`config.mk`:
```
export PLATFORM = sky130hd
export DESIGN_NAME = dispatch_scheduler
export DESIGN_NICKNAME = d
export VERILOG_FILES = /design/src/rtl/dispatch_pkg.sv /design/src/rtl/credit_counter.sv /design/src/rtl/dispatch_scheduler.sv
export SDC_FILE = /design/constraint.sdc
export NUM_CORES = 1
export LEC_CHECK = 0
export CAP_MARGIN = 20
export CORE_MARGIN = 1.5
export CORE_UTILIZATION = 45
export DETAILED_ROUTE_END_ITERATION = 10
export PLACE_DENSITY = 0.8
export RECOVER_POWER = 25
export SLEW_MARGIN = 20
export SYNTH_ARGS = -nofsm -noshare
export SYNTH_HDL_FRONTEND = slang
export SYNTH_SLANG_ARGS = --single-unit
```
`constraint.sdc`:
```
create_clock -name clk -period 4 [get_ports clk]
set_input_delay 0.4 -clock clk [delete_from_list [all_inputs] [get_ports clk]]
set_output_delay 0.4 -clock clk [all_outputs]
set_load 0.005 [all_outputs]
```
`src/rtl/dispatch_pkg.sv`:
```
// Shared types and constants for the in-order dispatch scheduler.
package dispatch_pkg;

  localparam int unsigned INSTR_W        = 75;
  localparam int unsigned MAJOR_LSB      = 71;
  localparam int unsigned SRC1_LSB       = 66;
  localparam int unsigned SRC2_LSB       = 61;
  localparam int unsigned OSCALE_LSB     = 59;
  localparam int unsigned DEST_LSB       = 54;
  localparam int unsigned MINOR_LSB      = 50;
  localparam int unsigned HAS_ADDR_BIT   = 49;
  localparam int unsigned ADDR_LSB       = 1;
  localparam int unsigned OFFSET_SUB_BIT = 0;

  localparam logic [3:0] OP_INT_MAX = 4'h3;
  localparam logic [3:0] OP_FADD    = 4'h4;
  localparam logic [3:0] OP_FMUL    = 4'h5;
  localparam logic [3:0] OP_LOAD    = 4'h6;
  localparam logic [3:0] OP_STORE   = 4'h7;

  localparam int unsigned NUM_CLASSES = 4;

  typedef enum logic [1:0] {
    ClsInt  = 2'd0,
    ClsFadd = 2'd1,
    ClsFmul = 2'd2,
    ClsLsb  = 2'd3
  } rs_class_e;

  typedef enum logic [1:0] {
    StRun,
    StBlocked,
    StFlush
  } state_e;

  // Opcodes 0x8-0xF have no reservation station.
  function automatic logic is_legal(input logic [3:0] op);
    return op <= OP_STORE;
  endfunction

  function automatic rs_class_e op_class(input logic [3:0] op);
    if (op <= OP_INT_MAX) return ClsInt;
    if (op == OP_FADD) return ClsFadd;
    if (op == OP_FMUL) return ClsFmul;
    return ClsLsb;
  endfunction

endpackage

```
`src/rtl/credit_counter.sv`:
```
// Reservation-station slot credit counter; avail is high while any slot is free.
module credit_counter #(
  parameter int unsigned DEPTH = 4
) (
  input  logic clk,
  input  logic rst,
  input  logic take,
  input  logic give,
  input  logic flush,
  output logic avail
);

  localparam int unsigned CntW = $clog2(DEPTH + 1);
  localparam logic [CntW-1:0] Full = CntW'(DEPTH);

  logic [CntW-1:0] cnt_q, cnt_d;

  always_comb begin
    cnt_d = cnt_q;
    if (flush) begin
      cnt_d = Full;
    end else if (take && !give) begin
      cnt_d = cnt_q - CntW'(1);
    end else if (give && !take && cnt_q != Full) begin
      // A stray return with every slot already free is dropped.
      cnt_d = cnt_q + CntW'(1);
    end
  end

  always_ff @(posedge clk or posedge rst) begin
    if (rst) cnt_q <= Full;
    else     cnt_q <= cnt_d;
  end

  assign avail = cnt_q != '0;

endmodule

```
`src/rtl/dispatch_scheduler.sv`:
```
// In-order issue: classifies the queue head, allocates a ROB tag and dispatches
// only when the target station and ROB both have space.
module dispatch_scheduler
  import dispatch_pkg::*;
#(
  parameter int unsigned INT_DEPTH  = 4,
  parameter int unsigned FADD_DEPTH = 3,
  parameter int unsigned FMUL_DEPTH = 2,
  parameter int unsigned LSB_DEPTH  = 4,
  parameter int unsigned ROB_DEPTH  = 8,
  parameter int unsigned TAG_W      = 3
) (
  input  logic               clk,
  input  logic               rst,
  input  logic               iq_valid_in,
  input  logic [INSTR_W-1:0] iq_instr_in,
  output logic               iq_ready_out,
  input  logic               stall_in,
  input  logic               flush_in,
  input  logic [3:0]         credit_ret_in,
  input  logic               rob_retire_in,
  output logic [3:0]         disp_valid_out,
  output logic [INSTR_W-1:0] disp_instr_out,
  output logic [TAG_W-1:0]   disp_tag_out,
  output logic               illegal_out,
  output logic               stall_out,
  output logic [15:0]        stall_cnt_out
);

  localparam logic [TAG_W:0] RobFull = (TAG_W + 1)'(ROB_DEPTH);

  state_e                 state_q, state_d;
  rs_class_e              cls;
  logic                   legal, can_go, alloc, rob_full, retire_ok;
  logic [NUM_CLASSES-1:0] avail, take;
  logic [TAG_W-1:0]       tail_q, tail_d;
  logic [TAG_W:0]         rob_cnt_q, rob_cnt_d;
  logic [15:0]            stall_cnt_q;

  assign cls       = op_class(iq_instr_in[MAJOR_LSB +: 4]);
  assign legal     = is_legal(iq_instr_in[MAJOR_LSB +: 4]);
  assign rob_full  = rob_cnt_q == RobFull;
  assign retire_ok = rob_retire_in && rob_cnt_q != '0;

  // Illegal opcodes drain without needing a station slot or ROB entry.
  assign can_go = iq_valid_in && !stall_in && !flush_in && state_q != StFlush &&
                  (!legal || (avail[cls] && !rob_full));
  assign alloc        = can_go && legal;
  assign take         = alloc ? (NUM_CLASSES'(1) << cls) : '0;
  assign iq_ready_out = can_go;

  credit_counter #(.DEPTH(INT_DEPTH)) u_cred_int (
    .clk(clk), .rst(rst), .take(take[ClsInt]), .give(credit_ret_in[ClsInt]),
    .flush(flush_in), .avail(avail[ClsInt])
  );
  credit_counter #(.DEPTH(FADD_DEPTH)) u_cred_fadd (
    .clk(clk), .rst(rst), .take(take[ClsFadd]), .give(credit_ret_in[ClsFadd]),
    .flush(flush_in), .avail(avail[ClsFadd])
  );
  credit_counter #(.DEPTH(FMUL_DEPTH)) u_cred_fmul (
    .clk(clk), .rst(rst), .take(take[ClsFmul]), .give(credit_ret_in[ClsFmul]),
    .flush(flush_in), .avail(avail[ClsFmul])
  );
  credit_counter #(.DEPTH(LSB_DEPTH)) u_cred_lsb (
    .clk(clk), .rst(rst), .take(take[ClsLsb]), .give(credit_ret_in[ClsLsb]),
    .flush(flush_in), .avail(avail[ClsLsb])
  );

  always_comb begin
    tail_d    = tail_q;
    rob_cnt_d = rob_cnt_q;
    if (flush_in) begin
      tail_d    = '0;
      rob_cnt_d = '0;
    end else begin
      if (alloc) tail_d = tail_q + TAG_W'(1);
      if (alloc && !retire_ok)      rob_cnt_d = rob_cnt_q + (TAG_W + 1)'(1);
      else if (retire_ok && !alloc) rob_cnt_d = rob_cnt_q - (TAG_W + 1)'(1);
    end
  end

  always_comb begin
    state_d = state_q;
    if (flush_in) begin
      state_d = StFlush;
    end else begin
      case (state_q)
        StRun:     if (iq_valid_in && !stall_in && !can_go) state_d = StBlocked;
        StBlocked: if (!stall_in && (can_go || !iq_valid_in)) state_d = StRun;
        StFlush:   state_d = StRun;
        default:   state_d = StRun;
      endcase
    end
  end

  always_ff @(posedge clk or posedge rst) begin
    if (rst) begin
      state_q        <= StRun;
      tail_q         <= '0;
      rob_cnt_q      <= '0;
      stall_cnt_q    <= '0;
      disp_valid_out <= '0;
      disp_instr_out <= '0;
      disp_tag_out   <= '0;
      illegal_out    <= 1'b0;
    end else begin
      state_q        <= state_d;
      tail_q         <= tail_d;
      rob_cnt_q      <= rob_cnt_d;
      disp_valid_out <= take;
      illegal_out    <= can_go && !legal;
      if (alloc) begin
        disp_instr_out <= iq_instr_in;
        disp_tag_out   <= tail_q;
      end
      if (state_q == StBlocked && stall_cnt_q != 16'hFFFF) stall_cnt_q <= stall_cnt_q + 16'd1;
    end
  end

  assign stall_out     = state_q == StBlocked;
  assign stall_cnt_out = stall_cnt_q;

endmodule

```
# Yosys cells after proc, flatten, opt, wreduce, memory -nomap -nowiden
# Index checks and enable logic that the tools add are counted.
# totals
ff_bits	118
inputBits	85
out_inout_bits	101
word_cells	132
# classes
addsub	12
n_lt_le_gt_ge	3
eq_ne	12
shifts	1
mux	36
reduce_logical	56
# ops
cell	count
$mux 2	15
$logic_and 1x1->1	25
$mux 3	8
$reduce_bool 3->1	7
$add 16x1->16 const B	1
$logic_not 1->1	16
$mux 4	4
$ne 16x16->1 const B	1
$add 3x1->3 const B	3
$ne 3x3->1 const B	3
$eq 4x3->1 const B	2
$mux 1	7
$ne 2x2->1 const B	3
$reduce_bool 2->1	3
$sub 3x1->3 const B	2
$add 2x1->2 const B	2
$add 4x1->4 const B	1
$eq 4x4->1 const B	1
$le 4x2->1 const B	1
$le 4x3->1 const B	1
$pmux 2 s2	1
$reduce_bool 4->1	1
$shl 1x2->4 const A	1
$sub 2x1->2 const B	2
other kinds (8)	9

# Depth between registers and ports, before layout
# Gate-level depths: netlist of run 1.
# logic_depth
word_depth	21
ltp_mapped	10

# Modules after synthesis
# From an unflattened synthesis of run 1, not the netlist that was laid out.
# hier_totals
hier_cells	387
area_unflattened_um2	5158.7
# modules_own_cells
mod	n_inst	cells_each	area_each_um2	seq_area_each_um2
dispatch_scheduler	1	307	4408.0	2702.6
credit_counter at u_cred_int	1	26	254.0	76.3
credit_counter at u_cred_lsb	1	25	230.2	76.3
credit_counter at u_cred_fmul	1	15	136.4	51.3
credit_counter at u_cred_fadd	1	14	130.1	52.6

# Least setup slack after synthesis of run 1
# No wires, ideal clock.
# synth_timing
path_kind	flip-flop to flip-flop
start	reg u_cred_fadd.cnt_q[0]
end	reg rob_cnt_q[3]
setup_time_ns	0.128
arrival_time_ns	2.406
required_time_ns	3.872
setup_slack_ns	1.467
stages_incl_launch_ff	11
period_less_slack_ns	2.533
cell_sequence	dfstp_2 nor2_1 o31ai_2 a21oi_2 nor3_2 nand2_1 ha_1 a21o_1 a21oi_1 mux2i_1 mux2_1
# synth_via
elab_chain_len	10
elab_cells_between_ends	13
cone_classes	mux: 4; reduce/logical: 9
# synth_rtl
element	line	text
start, declared	credit_counter.sv:16	logic [CntW-1:0] cnt_q, cnt_d;
start signal, assigned	credit_counter.sv:31	if (rst) cnt_q <= Full;
start signal, assigned	credit_counter.sv:32	else cnt_q <= cnt_d;
$reduce_bool 2->1 (*)	credit_counter.sv:35	assign avail = cnt_q != '0;
$bmux 1 s2 (*)	dispatch_scheduler.sv:47	(!legal || (avail[cls] && !rob_full));
$mux 1 (not written as such) (*)	dispatch_scheduler.sv:47	
$logic_and 1x1->1 (*)	dispatch_scheduler.sv:47	
$logic_or 1x1->1 (*)	dispatch_scheduler.sv:47	
$logic_and 1x1->1 (*)	dispatch_scheduler.sv:46	assign can_go = iq_valid_in && !stall_in && !flush_in && state_q != StFlush &&
$logic_and 1x1->1 (*)	dispatch_scheduler.sv:48	assign alloc = can_go && legal;
$logic_and 1x1->1 or $logic_not 1->1 (tied branches)	dispatch_scheduler.sv:77, dispatch_scheduler.sv:78	
$mux 4 or $logic_and 1x1->1 (tied branches)	dispatch_scheduler.sv:77, dispatch_scheduler.sv:78	
$mux 4 or $reduce_bool 3->1 (tied branches)	n/a	
end signal, assigned	dispatch_scheduler.sv:109	rob_cnt_q <= rob_cnt_d;
end, declared	dispatch_scheduler.sv:37	logic [TAG_W:0] rob_cnt_q, rob_cnt_d;
# Mark *: on every way between the ends. The rest lies on a longest branch, timed or not. The select of a mux whose other input is x is not followed.
# A chain may end at the register's enable or synchronous reset.

# Final worst setup path of run 1
# layout_timing
start	in iq_instr_in[74]
end	out iq_ready_out
# layout_via
elab_chain_len	12
elab_cells_between_ends	21
cone_classes	order compare: 2; eq/ne: 2; mux: 13; reduce/logical: 4
# layout_rtl
element	line	text
start, declared	dispatch_scheduler.sv:16	input logic [INSTR_W-1:0] iq_instr_in,
$eq 4x3->1	dispatch_pkg.sv:44	if (op == OP_FMUL) return ClsFmul;
$mux 1 (2 in series)	dispatch_pkg.sv:44	
$mux 1	dispatch_pkg.sv:43	if (op == OP_FADD) return ClsFadd;
$mux 2	dispatch_pkg.sv:45	return ClsLsb;
$mux 2	dispatch_pkg.sv:44	
$mux 2	dispatch_pkg.sv:43	
$bmux 1 s2	dispatch_scheduler.sv:47	
$mux 1 (not written as such)	dispatch_scheduler.sv:47	
$logic_and 1x1->1	dispatch_scheduler.sv:47	
$logic_or 1x1->1 (*)	dispatch_scheduler.sv:47	
$logic_and 1x1->1 (*)	dispatch_scheduler.sv:46	
end, declared	dispatch_scheduler.sv:17	output logic iq_ready_out,
# Marked as above.

==> results.json, run 1 <==
{
  "synth.cell_area_sq_um": 5150,
  "synth_enable_flop_cells": 0,
  "yosysWarnings": 0,
  "slew_worst_pin_ps": 2510,
  "first_global_vias": 4345,
  "dp.final_hpwl_microns": 9110,
  "worst_ep_required_time_ps": 3600,
  "post_cts_hold_buffer_count": 0,
  "globalRoute.totalOverflow": 0,
  "die_area_sq_um": 12100,
  "detail_route.drc_violations": 0,
  "fillCellCount": 809,
  "worst_setup_hold_path_clk_slew_ps": 50,
  "rsz_0062_raised_after_global_routing": "no",
  "placeableCoreArea_sq_um": 11000,
  "placement_rows": 38,
  "final.setup_skew_ps": 11.7,
  "die_height_microns": 110,
  "die_x_microns": 110,
  "detail_route.wirelength_microns": 13000,
  "cap_viol_max_count": 1,
  "holdCritPathClass": "reg -> reg",
  "drt_first_pass_iters": 5,
  "yosysUniqueCellTypes": 60,
  "violations_in_the_final_reports": "max-capacitance violations, max-slew violations",
  "p_per_area_nw_per_um2": 552,
  "sequential_fraction_of_the_synthesis_area_pct": 57.4,
  "synth_nets": 641,
  "final_cells": 890,
  "finalWorstPathRequiredPeriod_ps": 3080,
  "asyncSetResetFlopFracSynth_pct": 100,
  "clk_path_buf_depth": 2,
  "ys_ff_latch": 118,
  "drt.antenna.violating_nets": 0,
  "place_congestion": 0.753,
  "result_of_the_run": "finished, violations left",
  "finalNetCount": 829,
  "tritoncts.num_buffers": 17,
  "max_freq_mhz": 325,
  "post_drt_via_cell_ratio": 4.96,
  "post_synth.cell_area_avg_sq_um": 9.39,
  "grt_start_max_net_pins": 83,
  "syn_to_final_growth_pct": 49.9,
  "worst_ir_drop_vdd_v": 0.000264,
  "layout_worst_path_cycle_share_pct": 77.0,
  "detailroute.via_count": 4414,
  "final-max-slew-violation-count": 66,
  "layout_cells_sized_above_1_pct": 7.33,
  "clock_insertion_delay_at_the_later_pin_of_the_skew_report_ps": 400,
  "commonest_non_fill_non_tap_cell_in_the_layout": "nand2_1",
  "cts.repair_timing.setup_buffer_count": 0,
  "netlist_instances": 549,
  "num_io_pins": 186,
  "setup_total_negative_slack_ps": 0,
  "cts-root-buf": "clkbuf_16",
  "drt_iter0_markers": 266,
  "post_cts.resized_instances": 0,
  "worst-endpoint-arrival_ps": 2680,
  "crit_path_max_fanout": 6,
  "layout_common_cells": "nand2_1, clkdlybuf4s50_1, dfrtp_1, nor2_1, clkbuf_16",
  "worstSetupPathType": "in -> out",
  "floorplan.initialDensity_pct": 46.9,
  "grt_pass1_wl_microns": 20500,
  "final-setup-viol-count": 0,
  "cts_tree": "built",
  "fin_util_pct": 70.3,
  "clock-sinks": 118,
  "wl_per_cell_microns": 14.6,
  "crit_path_end_kind": "output pin",
  "total_number_of_h_tree_levels": 4,
  "initial_antenna_violation_count": 0,
  "numPlacedInstances": 858,
  "max_slew_margin_pct": -67.4,
  "start_kind": "primary input",
  "diodes": 0,
  "grt.total_usage_pct": 21.8,
  "timing.final.hold_violations": 0,
  "yosys_most_used_dff": "dfrtp_1",
  "power.total_uw": 4260,
  "static_leak_uw": 0.00369,
  "placement.io_buffers": 185
}
-- where the power goes --
group | leakage, uW | internal, uW | switching (uW)
Clock | 0.000279 | 975 | 529
Sequential | 0.00153 | 1480 | 176
Combinational | 0.00188 | 688 | 419
Total | 0.00369 | 3140 | 1120
-- synthesized netlist by cell type (3+ instances only) --
master	n	share of area, %
clkbuf_1	6	0.44
nor3_1	4	0.39
or3_1	3	0.36
ha_1	5	1.2
dfrtp_1	113	55
and2_1	3	0.36
nand4_1	5	0.61
nor2b_1	6	0.73
nand3_1	11	1.1
and4_1	3	0.51
inv_1	10	0.73
a21oi_1	9	0.87
nand2b_1	3	0.36
xnor2_1	14	2.4
buf_2	13	1.3
o21ai_0	7	0.68
xor2_1	7	1.2
and3_1	5	0.61
nor2_1	21	1.5
a31oi_1	4	0.49
mux2i_1	5	0.97
dfstp_2	5	2.5
nand2_1	243	18
-- critical path, stage by stage --
cell	delay, ps
clkdlybuf4s50_1	550
nand4bb_1	280
o22ai_2	240
a21o_1	210
a21oi_1	90
nor4_1	320
clkdlybuf4s50_1	580
-- per-layer routing --
layer  global-route usage (%)  share of wire, %
met5                        0                 0
met4                     8.07               1.5
met3                     5.82               7.5
met2                     37.3                50
met1                     26.3                41
-- per-stage QoR --
stage	cell area (sq um)	setup WS, ps	hold slack [ps]
2_1_floorplan	5150	479	459
3_3_place_gp	7140	847	456
3_5_place_dp	7140	776	461
4_1_cts	7730	939	474
5_1_grt	7720	673	490
6_report	7720	922	472
-- cell families (layout without fill, tap and decap cells) --
kind of cell,after synthesis,in the layout,share of synthesized area [%]
adder cells (fa/ha/maj),7,7,1.99
multiplexers,8,8,1.70
buffers and inverters,32,233,2.79
XOR/XNOR,21,21,3.57
AND/OR/NAND/NOR,321,321,26.7
AO/OA/AOI/OAI,42,42,5.87
flip-flops,118,118,57.4
-- worst paths after layout --
kind,from,to,slack (ps),depth (start not counted)
max in group asynchronous,rst,disp_instr_out[52],1220,2
min in group asynchronous,rst,disp_instr_out[22],1310,2
hold / removal,disp_instr_out[57],disp_instr_out[57],470,2
setup reg to reg,u_cred_fadd.cnt_q[0],rob_cnt_q[3],1240,10
hold reg to reg,disp_instr_out[57],disp_instr_out[57],470,2
setup / recovery,iq_instr_in[74],iq_ready_out,920,7
-- flip-flops by register name, indices dropped and copies added (netlist names) --
name / count
tail_q: 3
rob_cnt_q: 4
disp_valid_out: 4
stall_cnt_out: 16
disp_instr_out: 75
illegal_out: 1
disp_tag_out: 3
u_cred_int.cnt_q: 3
state_q: 2
u_cred_fmul.cnt_q: 2
u_cred_lsb.cnt_q: 3
u_cred_fadd.cnt_q: 2
-- final cells by class --
class	count	area, sq um	share of cell area [%]
repair buffers	190	1900	24.6
inverters	11	41.3	0.534
clock inverters	13	158	2.04
well taps	140	175	2.27
clock buffers	19	433	5.60
multi-input cells	399	2060	26.7
flip-flops and latches	118	2960	38.3
Power figures use the tool's default switching activity.
==> run 2, diff against run 1 <==
==> constraint.sdc (replaced) <==
create_clock -name clk -period 2.9 [get_ports clk]
set_input_delay 0.29 -clock clk [delete_from_list [all_inputs] [get_ports clk]]
set_output_delay 0.29 -clock clk [all_outputs]
set_load 0.005 [all_outputs]
==> results.json, run 2 (synthesis gave the netlist of run 1 again) <==
{
  "critical_path_cell_sequence": "nor2_1, o31ai_2, buf_4, a21o_1, a21oi_1, nor4_2, clkdlybuf4s50_1",
  "first_global_vias": 4401,
  "grt_start_max_net_pins": 83,
  "critPathLaunch": "u_cred_fadd.cnt_q[0]",
  "detailroute.via_count": 4492,
  "crit_path_end_kind": "output pin",
  "rsz_0062_raised_after_global_routing": "no",
  "die_x_microns": 110,
  "worst_ir_drop_vdd_v": 0.000433,
  "die_height_microns": 110,
  "worst_ep_required_time_ps": 2610,
  "registers.top_by_ff_count": "disp_instr_out",
  "slew_worst_pin_ps": 1510,
  "max_freq_mhz": 368,
  "diodes": 0,
  "placeableCoreArea_sq_um": 11000,
  "grt_use_met3_pct": 5.76,
  "post_drt_via_cell_ratio": 4.98,
  "wl_per_cell_microns": 14.5,
  "reg2reg_from": "u_cred_fadd.cnt_q[0]",
  "drt.antenna.violating_nets": 0,
  "timing.final.hold_violations": 0,
  "worst_setup_hold_path_clk_slew_ps": 60,
  "fin_util_pct": 72.2,
  "drt_iter0_markers": 322,
  "dp.final_hpwl_microns": 9270,
  "final-setup-viol-count": 0,
  "placement_rows": 38,
  "detail_route.wirelength_microns": 13100,
  "place_congestion": 0.782,
  "cts_tree": "built",
  "layout_cells_sized_above_1_pct": 8.92,
  "clock_insertion_delay_at_the_later_pin_of_the_skew_report_ps": 410,
  "num_io_pins": 186,
  "cap_viol_max_count": 1,
  "clock-sinks": 118,
  "final.setup_skew_ps": 13.3,
  "top_usage_layer": "met2",
  "grt.total_usage_pct": 21.9,
  "largest_register_ff_count": 75,
  "tritoncts.num_buffers": 17,
  "holdCritPathClass": "in -> async",
  "initial_antenna_violation_count": 0,
  "post_cts_hold_buffer_count": 0,
  "critPathBufInv": 2,
  "global_route.usage.met2_pct": 38.0,
  "final-max-slew-violation-count": 29,
  "total_number_of_h_tree_levels": 4,
  "die_area_sq_um": 12100,
  "critical_path.slowest_cell": "dfstp_2",
  "finalNetCount": 841,
  "start_kind": "register",
  "global_route.usage.met1_pct": 26.7,
  "cts-root-buf": "clkbuf_16",
  "globalRoute.totalOverflow": 0,
  "detail_route.drc_violations": 0,
  "timing.critical_path.max_delay_family": "buffers and inverters",
  "violations_in_the_final_reports": "max-capacitance violations, max-slew violations",
  "placement.io_buffers": 185,
  "worstSetupPathType": "reg -> out",
  "clk_path_buf_depth": 2,
  "syn_to_final_growth_pct": 53.8,
  "result_of_the_run": "finished, violations left",
  "grt_pass1_wl_microns": 20600,
  "static_leak_uw": 0.00380,
  "max_slew_margin_pct": -0.668,
  "setup_total_negative_slack_ps": 0,
  "layout_common_cells": "nand2_1, clkdlybuf4s50_1, dfrtp_1, nor2_1, clkbuf_16",
  "p_per_area_nw_per_um2": 795,
  "layout_worst_path_cycle_share_pct": 93.6,
  "commonest_non_fill_non_tap_cell_in_the_layout": "nand2_1",
  "worst-endpoint-arrival_ps": 2430,
  "floorplan.initialDensity_pct": 46.9,
  "finalWorstPathRequiredPeriod_ps": 2720,
  "crit_path_max_fanout": 6,
  "drt_first_pass_iters": 4,
  "worst_path_largest_cell_delay_ps": 570
}
-- run 2: final cells by class --
type	count	area, sq um
fillers	784	3060
flip-flops and latches	118	2960
multi-input cells	399	2070
repair buffers	202	1980
clock buffers	21	460
clock inverters	11	244
well taps	140	175
inverters	11	42.5
-- run 2: worst register-to-register path: cells and delay by family, from the launching register on --
kind / cells / cell delay (ps)
AO/OA/AOI/OAI: 4 / 710
flip-flops: 1 / 570
multiplexers: 2 / 550
AND/OR/NAND/NOR: 3 / 340
adder cells (fa/ha/maj): 1 / 290
-- run 2: what timing repair did --
| action | 4_1_cts | 5_1_grt |
|---|---|---|
| buffers inserted | 0 | 0 |
| resized for setup | 0 | 1 |
| setup endpoints to repair | 0 | 1 |
-- run 2: metal layers --
metal	up-vias	share of wire [%]
met2	145	49
met4	0	1.3
met5	-	0
met3	16	7.3
met1	2138	43
li1	2193	-
-- run 2: worst paths after layout --
path | to | slack, ps | cells past startpoint
setup reg to reg | rob_cnt_q[3] | 310 | 10
min in group clk | disp_instr_out[16] | 420 | 3
hold / removal | disp_instr_out[9] | 380 | 2
hold reg to reg | disp_instr_out[27] | 470 | 2
max in group asynchronous | stall_cnt_out[11] | 760 | 3
setup / recovery | iq_ready_out | 180 | 7
-- run 2: metrics by stage --
| stage | cell area (sq um) | worst slack (ps) | hold WS (ps) | power, uW | cells |
|---|---|---|---|---|---|
| 5_1_grt | 7930 | 60.5 | 411 | 6650 | 902 |
| 3_3_place_gp | 7230 | 62.7 | 456 | 3790 | 870 |
| 2_1_floorplan | 5160 | 367 | 388 | 2820 | 549 |
| 3_5_place_dp | 7230 | 3.17 | 461 | 3870 | 870 |
| 6_report | 7930 | 185 | 379 | 6300 | 902 |
| 4_1_cts | 7940 | 51.0 | 192 | 6380 | 902 |
-- run 2: report_power, final --
group,internal [uW],switching (uW),total (uW)
clock,1750,727,2480
sequential,2040,246,2280
combinational,958,586,1540
total,4740,1560,6300
==> run 3, diff against run 2 <==
==> constraint.sdc (replaced) <==
create_clock -name clk -period 2.9 [get_ports clk]
set_input_delay 0.29 -clock clk [delete_from_list [all_inputs] [get_ports clk]]
set_output_delay 0.29 -clock clk [all_outputs]
set_load 0.05 [all_outputs]
==> results.json, run 3 (synthesis gave the netlist of run 1 again) <==
{
  "top_layer_used": "met4",
  "fillCellCount": 827,
  "final-setup-viol-count": 0,
  "floorplan.initialDensity_pct": 46.9,
  "detail_route.drc_violations": 0,
  "met1Wirelength_microns": 5500,
  "placement_rows": 38,
  "p_per_area_nw_per_um2": 935,
  "crit_path_max_fanout": 4,
  "final-max-slew-violation-count": 0,
  "num_io_pins": 186,
  "tritoncts.num_buffers": 17,
  "layout_worst_path_cycle_share_pct": 91.1,
  "net_sw_share_pct": 38.2,
  "die_area_sq_um": 12100,
  "first_global_vias": 4436,
  "detail_route.wirelength_microns": 13400,
  "placement.io_buffers": 185,
  "wl_per_cell_microns": 14.9,
  "grt.total_usage_pct": 22.7,
  "drt_first_pass_iters": 4,
  "syn_to_final_growth_pct": 52.4,
  "worst-endpoint-arrival_ps": 2930,
  "post_drt_via_cell_ratio": 4.98,
  "detailroute.via_count": 4483,
  "finalNetCount": 839,
  "dp.final_hpwl_microns": 9430,
  "grt_pass1_wl_microns": 21000,
  "int_power_uw": 4540,
  "clk_path_buf_depth": 2,
  "holdCritPathClass": "in -> reg",
  "total_number_of_h_tree_levels": 4,
  "initial_antenna_violation_count": 0,
  "finalWorstPathRequiredPeriod_ps": 2640,
  "clock_share_of_power_pct": 30.6,
  "drt_iter0_markers": 276,
  "static_leak_uw": 0.00376,
  "diodes": 0,
  "p_seq_share_pct": 31.1,
  "drt.antenna.violating_nets": 0,
  "globalRoute.totalOverflow": 0,
  "clock-sinks": 118,
  "timing.final.hold_violations": 0,
  "commonest_non_fill_non_tap_cell_in_the_layout": "nand2_1",
  "post_cts_hold_buffer_count": 0,
  "slew_worst_pin_ps": 1200,
  "start_kind": "register",
  "post-route-worst-setup-slack_ps": 259,
  "crit_path_end_kind": "register",
  "registers.top_by_ff_count": "disp_instr_out",
  "layout_common_cells": "nand2_1, clkdlybuf4s50_1, dfrtp_1, nor2_1, clkbuf_16",
  "die_x_microns": 110,
  "place_congestion": 0.814,
  "final.setup_skew_ps": 8.32,
  "met3WireLength_microns": 893,
  "cts_tree": "built",
  "p_switching_uw": 2800,
  "stdcell_area_sq_um": 7860,
  "rsz_0062_raised_after_global_routing": "no",
  "worstSetupPathType": "reg -> reg",
  "result_of_the_run": "finished clean",
  "max_freq_mhz": 379,
  "route.met2.wl_microns": 6920,
  "power.total_uw": 7340,
  "max_slew_margin_pct": 19.9,
  "dp_slack_ps": -25.5,
  "layout_cells_sized_above_1_pct": 8.55,
  "largest_register_ff_count": 75,
  "worst_ep_required_time_ps": 3180,
  "worst_setup_hold_path_clk_slew_ps": 50,
  "worst_ir_drop_vdd_v": 0.000653,
  "die_height_microns": 110,
  "cts-root-buf": "clkbuf_16",
  "post_dp_cell_area_sq_um": 7260,
  "cap_viol_max_count": 0,
  "post_cts.resized_instances": 0,
  "pwr-share-comb_pct": 38.3,
  "placeableCoreArea_sq_um": 11000,
  "clock_insertion_delay_at_the_later_pin_of_the_skew_report_ps": 400,
  "grt_start_max_net_pins": 83,
  "cts.repair_timing.setup_buffer_count": 0
}
[run 3: metal layers]
metal | track usage [%] | vias to the layer above
met5 | 0 | -
met4 | 8.44 | 0
met3 | 5.53 | 10
met2 | 39.6 | 144
met1 | 27.1 | 2148
li1 | - | 2181
[run 3: path summary, 6_finish.rpt]
check	startpoint	end	slack, ps	depth (start not counted)
hold / removal	iq_instr_in[13]	disp_instr_out[13]	410	3
setup reg to reg	u_cred_int.cnt_q[1]	rob_cnt_q[3]	260	10
setup / recovery	u_cred_int.cnt_q[1]	rob_cnt_q[3]	260	10
min in group asynchronous	rst	disp_instr_out[35]	590	2
max in group asynchronous	rst	disp_instr_out[53]	770	3
hold reg to reg	disp_instr_out[66]	disp_instr_out[66]	470	2
[run 3: layout make-up]
| class | count | area [sq um] | area share [%] |
|---|---|---|---|
| Tap cell | 140 | 175 | 2.23 |
| Clock inverter | 9 | 175 | 2.23 |
| Sequential cell | 118 | 2960 | 37.7 |
| Clock buffer | 23 | 458 | 5.83 |
| Multi-Input combinational cell | 399 | 2070 | 26.3 |
| Inverter | 11 | 42.5 | 0.542 |
| Timing Repair Buffer | 200 | 1980 | 25.2 |
[run 3: power groups by stage]
stage / clock network [uW] / logic [uW] / registers, uW
final: 2250 / 2810 / 2280
after global routing: 2380 / 2980 / 2320
after CTS: 2290 / 2840 / 2280
after detailed placement: 0 / 2830 / 2300
after global placement: 0 / 2780 / 2280
after floorplan: 0 / 518 / 3550
[run 3: stage by stage]
stage	hold slack (ps)	util, %	instances	setup TNS (ps)
floorplan	388	-	549	0
finish	411	71.5	900	0
global route	408	71.5	900	0
detailed placement	461	66.1	868	-25.5
global placement	456	66.1	868	0
CTS	333	71.9	900	0
[run 3: critical path, stage by stage (launching register included)]
cell and delay (ps):
dfrtp_1 410, or3_1 410, nand2b_4 170, a21oi_2 230, nor3_4 70, nand2_1 90, ha_1 240, a21o_1 180
a21oi_1 160, mux2i_1 220, mux2_1 330
